**config.mk**
```make
export PLATFORM = sky130hd
export DESIGN_NAME = sev_seg_scan_flat
export DESIGN_NICKNAME = d
export VERILOG_FILES = /design/src/rtl/sev_seg_scan_if.sv /design/src/rtl/sev_seg_scan.sv /design/src/flat_wrapper.sv
export SDC_FILE = /design/constraint.sdc
export NUM_CORES = 1
export LEC_CHECK = 0
export ABC_CLOCK_PERIOD_IN_PS = 2600
export CAP_MARGIN = 20
export CORE_MARGIN = 1
export CORE_UTILIZATION = 30
export DETAILED_ROUTE_END_ITERATION = 16
export PLACE_DENSITY_LB_ADDON = 0.2
export SKIP_CTS_REPAIR_TIMING = 1
export SLEW_MARGIN = 15
export SYNTH_ARGS = -nofsm -noshare
export SYNTH_HDL_FRONTEND = slang
export SYNTH_SLANG_ARGS = --single-unit
```
**constraint.sdc**
```tcl
create_clock -name CLK_100MHZ -period 2.6 [get_ports CLK_100MHZ]
set_input_delay 0.39 -clock CLK_100MHZ [delete_from_list [all_inputs] [get_ports CLK_100MHZ]]
set_output_delay 0.39 -clock CLK_100MHZ [all_outputs]
set_load 0.1 [all_outputs]
```
**src/rtl/sev_seg_scan_if.sv**
```systemverilog
// sev_seg_scan_if: value/config inputs and scan outputs of the two-display scan driver
interface sev_seg_scan_if;
  logic [15:0] val0;
  logic [15:0] val1;
  logic        lz_en;
  logic [1:0]  bright;
  logic [3:0]  nib0;
  logic [3:0]  nib1;
  logic [3:0]  D0_AN;
  logic [3:0]  D1_AN;
  logic        frame;
  modport master (output val0, val1, lz_en, bright, input nib0, nib1, D0_AN, D1_AN, frame);
  modport slave (input val0, val1, lz_en, bright, output nib0, nib1, D0_AN, D1_AN, frame);
endinterface

```
**src/rtl/sev_seg_scan.sv**
```systemverilog
// sev_seg_scan: time-multiplexed anode scan for two 4-digit displays with blanking and dimming
module sev_seg_scan #(
  parameter int REFRESH_DIV = 100000
) (
  input logic          CLK_100MHZ,
  input logic          RST,
  sev_seg_scan_if.slave bus
);
  localparam int CW = $clog2(REFRESH_DIV);
  localparam int Q = REFRESH_DIV / 4;
  logic [CW-1:0] div_cnt;
  logic [1:0]    idx;
  logic [15:0]   sh0, sh1;
  logic          cap, wrap, gate, blank0, blank1;
  logic [3:0]    an_on;
  // slot timing, brightness window and leading-zero detection from the current shadow
  always_comb begin
    cap = div_cnt == '0 && idx == 2'd0;
    wrap = div_cnt == CW'(REFRESH_DIV - 1);
    gate = 32'(div_cnt) < (32'(bus.bright) + 32'd1) * 32'(Q);
    blank0 = bus.lz_en && idx != 2'd0 && (sh0 >> {idx, 2'b00}) == 16'd0;
    blank1 = bus.lz_en && idx != 2'd0 && (sh1 >> {idx, 2'b00}) == 16'd0;
    an_on = ~(4'd1 << idx);
  end
  // counters, frame-start capture and registered outputs lagging the state by one cycle
  always_ff @(posedge CLK_100MHZ) begin
    if (RST) begin
      div_cnt <= '0;
      idx <= 2'd0;
      sh0 <= 16'd0;
      sh1 <= 16'd0;
      bus.nib0 <= 4'd0;
      bus.nib1 <= 4'd0;
      bus.D0_AN <= 4'hF;
      bus.D1_AN <= 4'hF;
      bus.frame <= 1'b0;
    end else begin
      div_cnt <= wrap ? '0 : div_cnt + CW'(1);
      idx <= wrap ? idx + 2'd1 : idx;
      sh0 <= cap ? bus.val0 : sh0;
      sh1 <= cap ? bus.val1 : sh1;
      bus.frame <= cap;
      bus.nib0 <= sh0[4*idx +: 4];
      bus.nib1 <= sh1[4*idx +: 4];
      bus.D0_AN <= gate && !blank0 ? an_on : 4'hF;
      bus.D1_AN <= gate && !blank1 ? an_on : 4'hF;
    end
  end
endmodule

```
**src/flat_wrapper.sv**
```systemverilog
// flat-port wrapper written by rule: the top's interface ports become plain ports
module sev_seg_scan_flat 
#(
  parameter int REFRESH_DIV = 100000
)
  (CLK_100MHZ, RST, bus_val0, bus_val1, bus_lz_en, bus_bright, bus_nib0, bus_nib1, bus_D0_AN, bus_D1_AN, bus_frame);
  sev_seg_scan_if bus_i ();
  input logic CLK_100MHZ;
  input logic RST;
  input wire logic [$bits(bus_i.val0)-1:0] bus_val0;
  input wire logic [$bits(bus_i.val1)-1:0] bus_val1;
  input wire logic [$bits(bus_i.lz_en)-1:0] bus_lz_en;
  input wire logic [$bits(bus_i.bright)-1:0] bus_bright;
  output wire logic [$bits(bus_i.nib0)-1:0] bus_nib0;
  output wire logic [$bits(bus_i.nib1)-1:0] bus_nib1;
  output wire logic [$bits(bus_i.D0_AN)-1:0] bus_D0_AN;
  output wire logic [$bits(bus_i.D1_AN)-1:0] bus_D1_AN;
  output wire logic [$bits(bus_i.frame)-1:0] bus_frame;
  assign bus_i.val0 = bus_val0;
  assign bus_i.val1 = bus_val1;
  assign bus_i.lz_en = bus_lz_en;
  assign bus_i.bright = bus_bright;
  assign bus_nib0 = bus_i.nib0;
  assign bus_nib1 = bus_i.nib1;
  assign bus_D0_AN = bus_i.D0_AN;
  assign bus_D1_AN = bus_i.D1_AN;
  assign bus_frame = bus_i.frame;
  sev_seg_scan #(.REFRESH_DIV(REFRESH_DIV)) u_core (.CLK_100MHZ(CLK_100MHZ), .RST(RST), .bus(bus_i));
endmodule
```
==> Yosys cells after proc, flatten, opt, wreduce, memory -nomap -nowiden <==
Index checks and enable logic that the tools add are counted.
{ "totals": {"regBits": 68, "wordCells": 39} }
{ "classes": {"n_addsub": 3, "mul": 1, "magnitude_cmp": 1, "eq_ne": 1, "shift": 5, "bitwise_logic": 3, "n_reduce_logical": 16} }
{ "ops": {"columns": ["operator", "count"], "rows": [
  ["$logic_not 16->1", 2],
  ["$lt 17x32->1", 1],
  ["$mul 32x12->29 const B", 1],
  ["$shiftx 16x5->4", 2],
  ["$shr 16x4->16", 2],
  ["$add 17x1->17 const B", 1],
  ["$eq 17x17->1 const B", 1],
  ["$logic_not 17->1", 1],
  ["$logic_and 1x1->1", 6],
  ["$reduce_or 2->1", 3],
  ["$not 4->4", 1],
  ["$shl 1x2->4 const A", 1],
  ["$add 2x1->3 const B", 1],
  ["$add 2x1->2 const B", 1],
  ["$logic_not 1->1", 2],
  ["$logic_not 2->1", 1],
  ["$not 1->1", 2],
  ["$reduce_bool 2->1", 1]
]} }

==> Logic depth before layout (Yosys ltp) <==
{ "depth": {"word_depth": 7, "ltp_mapped": 11, "depth_no_buf": 11} }

==> Worst setup path after synthesis <==
Ideal clock, no wire load.
{ "synth_timing": {"path_type": "in2reg", "startpoint": "input bus_bright[0]", "endpoint": "register u_core.bus.D0_AN[1]", "setup_time_ps": 142, "arrival_time_ps": 2469, "path_slack_ps": -11, "path_stages": 11, "path_buffers": 0, "cell_sequence": "inv_1 > ha_1 > xnor2_1 > ha_1 > xnor2_1 > ha_1 > a211oi_1 > o21a_1 > o21ai_0 > o22ai_1 > nand3_1"} }
{ "synth_via": {"elab_chain_cells": 6} }
{ "synth_rtl": {"columns": ["element", "line_no", "rtl"], "rows": [
  ["start: declaration", "flat_wrapper.sv:13", "input wire logic [$bits(bus_i.bright)-1:0] bus_bright;"],
  ["$add 2x1->3", "sev_seg_scan.sv:20", "gate = 32'(div_cnt) < (32'(bus.bright) + 32'd1) * 32'(Q);"],
  ["$mul 32x12->29", "sev_seg_scan.sv:20", null],
  ["$lt 17x32->1", "sev_seg_scan.sv:20", null],
  ["$logic_and 1x1->1", "sev_seg_scan.sv:45", "bus.D0_AN <= gate && !blank0 ? an_on : 4'hF;"],
  ["$not 1->1 (no line)", null, null],
  ["$reduce_or 2->1 (no line)", null, null],
  ["end signal: assignment", "sev_seg_scan.sv:45", null],
  ["end: declaration", "sev_seg_scan_if.sv:13", "modport slave (input val0, val1, lz_en, bright, output nib0, nib1, D0_AN, D1_AN, frame);"]
]} }
Every way passes these cells.
A chain may end at the register's enable or synchronous reset.

==> Worst setup path after layout <==
{ "layout_timing": {"startpoint": "input bus_bright[0]", "endpoint": "register u_core.bus.D0_AN[3]"} }
The elaborated chain is that of the path after synthesis.

==> results.yml <==
timing:
  slew_headroom: 0.6404
  post-route-period-util: 0.8454
  fin_skew_ps: 9.975
  fin_crit_ps: 2198
  hold_viol_final: 0
  worst_pin_slew_ps: 539.4
  rsz0062_at_grt: "no"
  clock.fmax_mhz: 454.9
  setup_tns_ps: 0
  setup_violations: 0
  setup_ws_ps: 401.9
  drv_slew: 0
finish:
  nets: 481
  drive_above_1_share: 0.1608
  n_fill_cell: 1069
  num_antenna_cells: 0
  seqCellArea_um2: 1361
  multi_input_area_um2: 1762
  design_area_um2: 4113
  area_growth_pct: 28.20
worst_setup_path:
  worst_path_most_repeated_cell: "ha_1"
  path_cells: "dlymetal6s2s_1, buf_6, ha_1, nor2b_1, ha_1, xnor2_1, ha_1, a211oi_2, o21a_1, o21ai_1, o22ai_4, nand3_1"
  rrSetupSlack_ps: 420
  critical_path_class: "in2reg"
  crit_fanout: 8
  cp-end-kind: "flip-flop"
  cp-start-kind: "input pin"
  cp.arrival_ps: 2420
  critPathSlowestCell: "ha_1"
  max_stage_delay_ps: 280
  critical_path.top_delay_family: "adder cells"
  crit_required_ps: 2820
  path_buf_inv: 2
pwr:
  total_leakage_power_uw: 0.001660
  peakVddDrop_v: 0.0002102
  power.density_nw_per_um2: 563.2
global_routing:
  grt_overflow: 0
  grt_max_degree: 45
  track_usage: 0.1397
  grt_pass1_wl_um: 12110
  antenna_found_initial: 0
  grt_pass1_vias: 2564
yosys:
  ys_types: 38
  ys_top_cells_by_area: "dfxtp_1 (42%), ha_1 (9.8%), nand2_1 (8.5%)"
  yosysTopAreaCellShare: 0.4243
  syn-mean-instance-area_um2: 9.011
  async_flop_share: 0
  yosysSeqAreaShare: 0.4243
  ys_ff_latch: 68
  syn_inst: 356
  yosysMostFrequentCell: "nand2_1"
  synth.top_cells.by_count: "nand2_1 (73), dfxtp_1 (68), a21oi_1 (34)"
  synth_edf_count: 0
  synth_nets: 418
  synthFlopType: "dfxtp_1"
  yosys_warnings: 0
  netlist_area_um2: 3208
  yosys.area.top_type: "dfxtp_1"
drt:
  remaining_drc_errors: 0
  drtPass1Iterations: 4
  wire_per_inst_um: 12.90
  drt_iter0_drc: 81
  num_vias: 2592
  postRouteAntennaNets: 0
  drt_wl_total_um: 7210
  vias_per_cell: 4.637
run_status:
  status: "complete, no violations"
die:
  start_util: 0.3108
  die_h_um: 105.4
  fp-row-count: 37
  io_pins: 54
  dieWidth_um: 105.4
  core_area_um2: 10320
  die_area_um2: 11110
clocking:
  cts_buffers: 9
  clk_latency_ps: 350
  cts_tree: "yes"
  cts.sinks: 68
  cts_root_buf: "clkbuf_8"
  clockBufferDepth: 2
  clk_pin_slew_worst_paths_ps: 70
  h-tree-depth: 3
placement:
  dp_slack_ps: -527.0
  place_area_um2: 3879
  portBuffers: 53
  place_hpwl_um: 5293
  place_congestion: 0.8054
flow_run:
  cap_viol_max_count: 0
worst_hold_path:
  worst_hold_path_type: "reg2reg"
## routing by layer
layer / vias to the layer above / wire [µm] / track usage
met5: - / 0 / 0
met4: 0 / 129 / 0.06338
met3: 12 / 266 / 0.02907
met2: 51 / 3122 / 0.2072
met1: 1189 / 3691 / 0.1939
li1: 1340 / - / -
## report_power, final
part           total, µW  internal (µW)  switching [µW]
registers           1150           1100            43.2
logic                439            184             256
clock network        729            335             394
## state kept, by name (all words and copies together) (netlist names)
| register | flops |
|---|---|
| u_core.bus.D0_AN | 4 |
| u_core.sh0 | 16 |
| u_core.bus.nib1 | 4 |
| u_core.bus.D1_AN | 4 |
| u_core.idx | 2 |
| u_core.bus.frame | 1 |
| u_core.sh1 | 16 |
| u_core.div_cnt | 17 |
| u_core.bus.nib0 | 4 |
## metrics by stage
| step | utilization | std cells | hold WS [ps] | power (µW) |
|---|---|---|---|---|
| final | 0.3984 | 559 | 457.1 | 2316 |
| after global routing | 0.3984 | 559 | 484.9 | 2434 |
| after CTS | 0.3910 | 559 | 464.0 | 2324 |
| after detailed placement | 0.3757 | 544 | 448.9 | 1596 |
| after global placement | 0.3757 | 544 | 440.4 | 1591 |
| after floorplan | - | 356 | 425.4 | 1461 |
## path summary, 6_finish.rpt
kind | startpoint | to | cells after the start
setup / recovery | bus_bright[0] | u_core.bus.D0_AN[3] | 12
hold reg to reg | u_core.div_cnt[0] | u_core.div_cnt[0] | 1
hold / removal | u_core.div_cnt[0] | u_core.div_cnt[0] | 1
setup reg to reg | u_core.div_cnt[12] | u_core.div_cnt[9] | 5
## cells in the final DEF (no fill, tap or decap), types with 3 or more instances in the layout
master	count
nand4_1	5
o21ai_0	5
a21oi_1	34
clkbuf_8	9
mux4_2	8
xor2_1	9
nor4_1	6
clkinv_2	3
nor2b_1	10
nor2_1	28
inv_1	8
xnor2_1	8
and3_1	6
nand2_1	73
dfxtp_1	68
buf_4	33
nand3_1	14
clkdlybuf4s50_1	34
ha_1	24
## kinds of logic (layout without fill, tap and decap cells)
logic type               count (synthesis)  count (layout)  synth area share
AO/OA/AOI/OAI                           52              52           0.09126
XOR/XNOR                                18              18           0.04914
adder cells (fa/ha/maj)                 25              25           0.09750
buffers and inverters                   28              95           0.04953
flip-flops                              68              68            0.4243
multiplexers                             9               9           0.05928
AND/OR/NAND/NOR                        156             156            0.2289
## final cells by class
cell class                      count  area share
Clock buffer                       10     0.03103
Tap cell                          136     0.04138
Sequential cell                    68      0.3310
Timing Repair Buffer               70      0.1518
Multi-Input combinational cell    260      0.4284
Inverter                           10    0.009127
Clock inverter                      5    0.007301
Power figures use the tool's default switching activity.
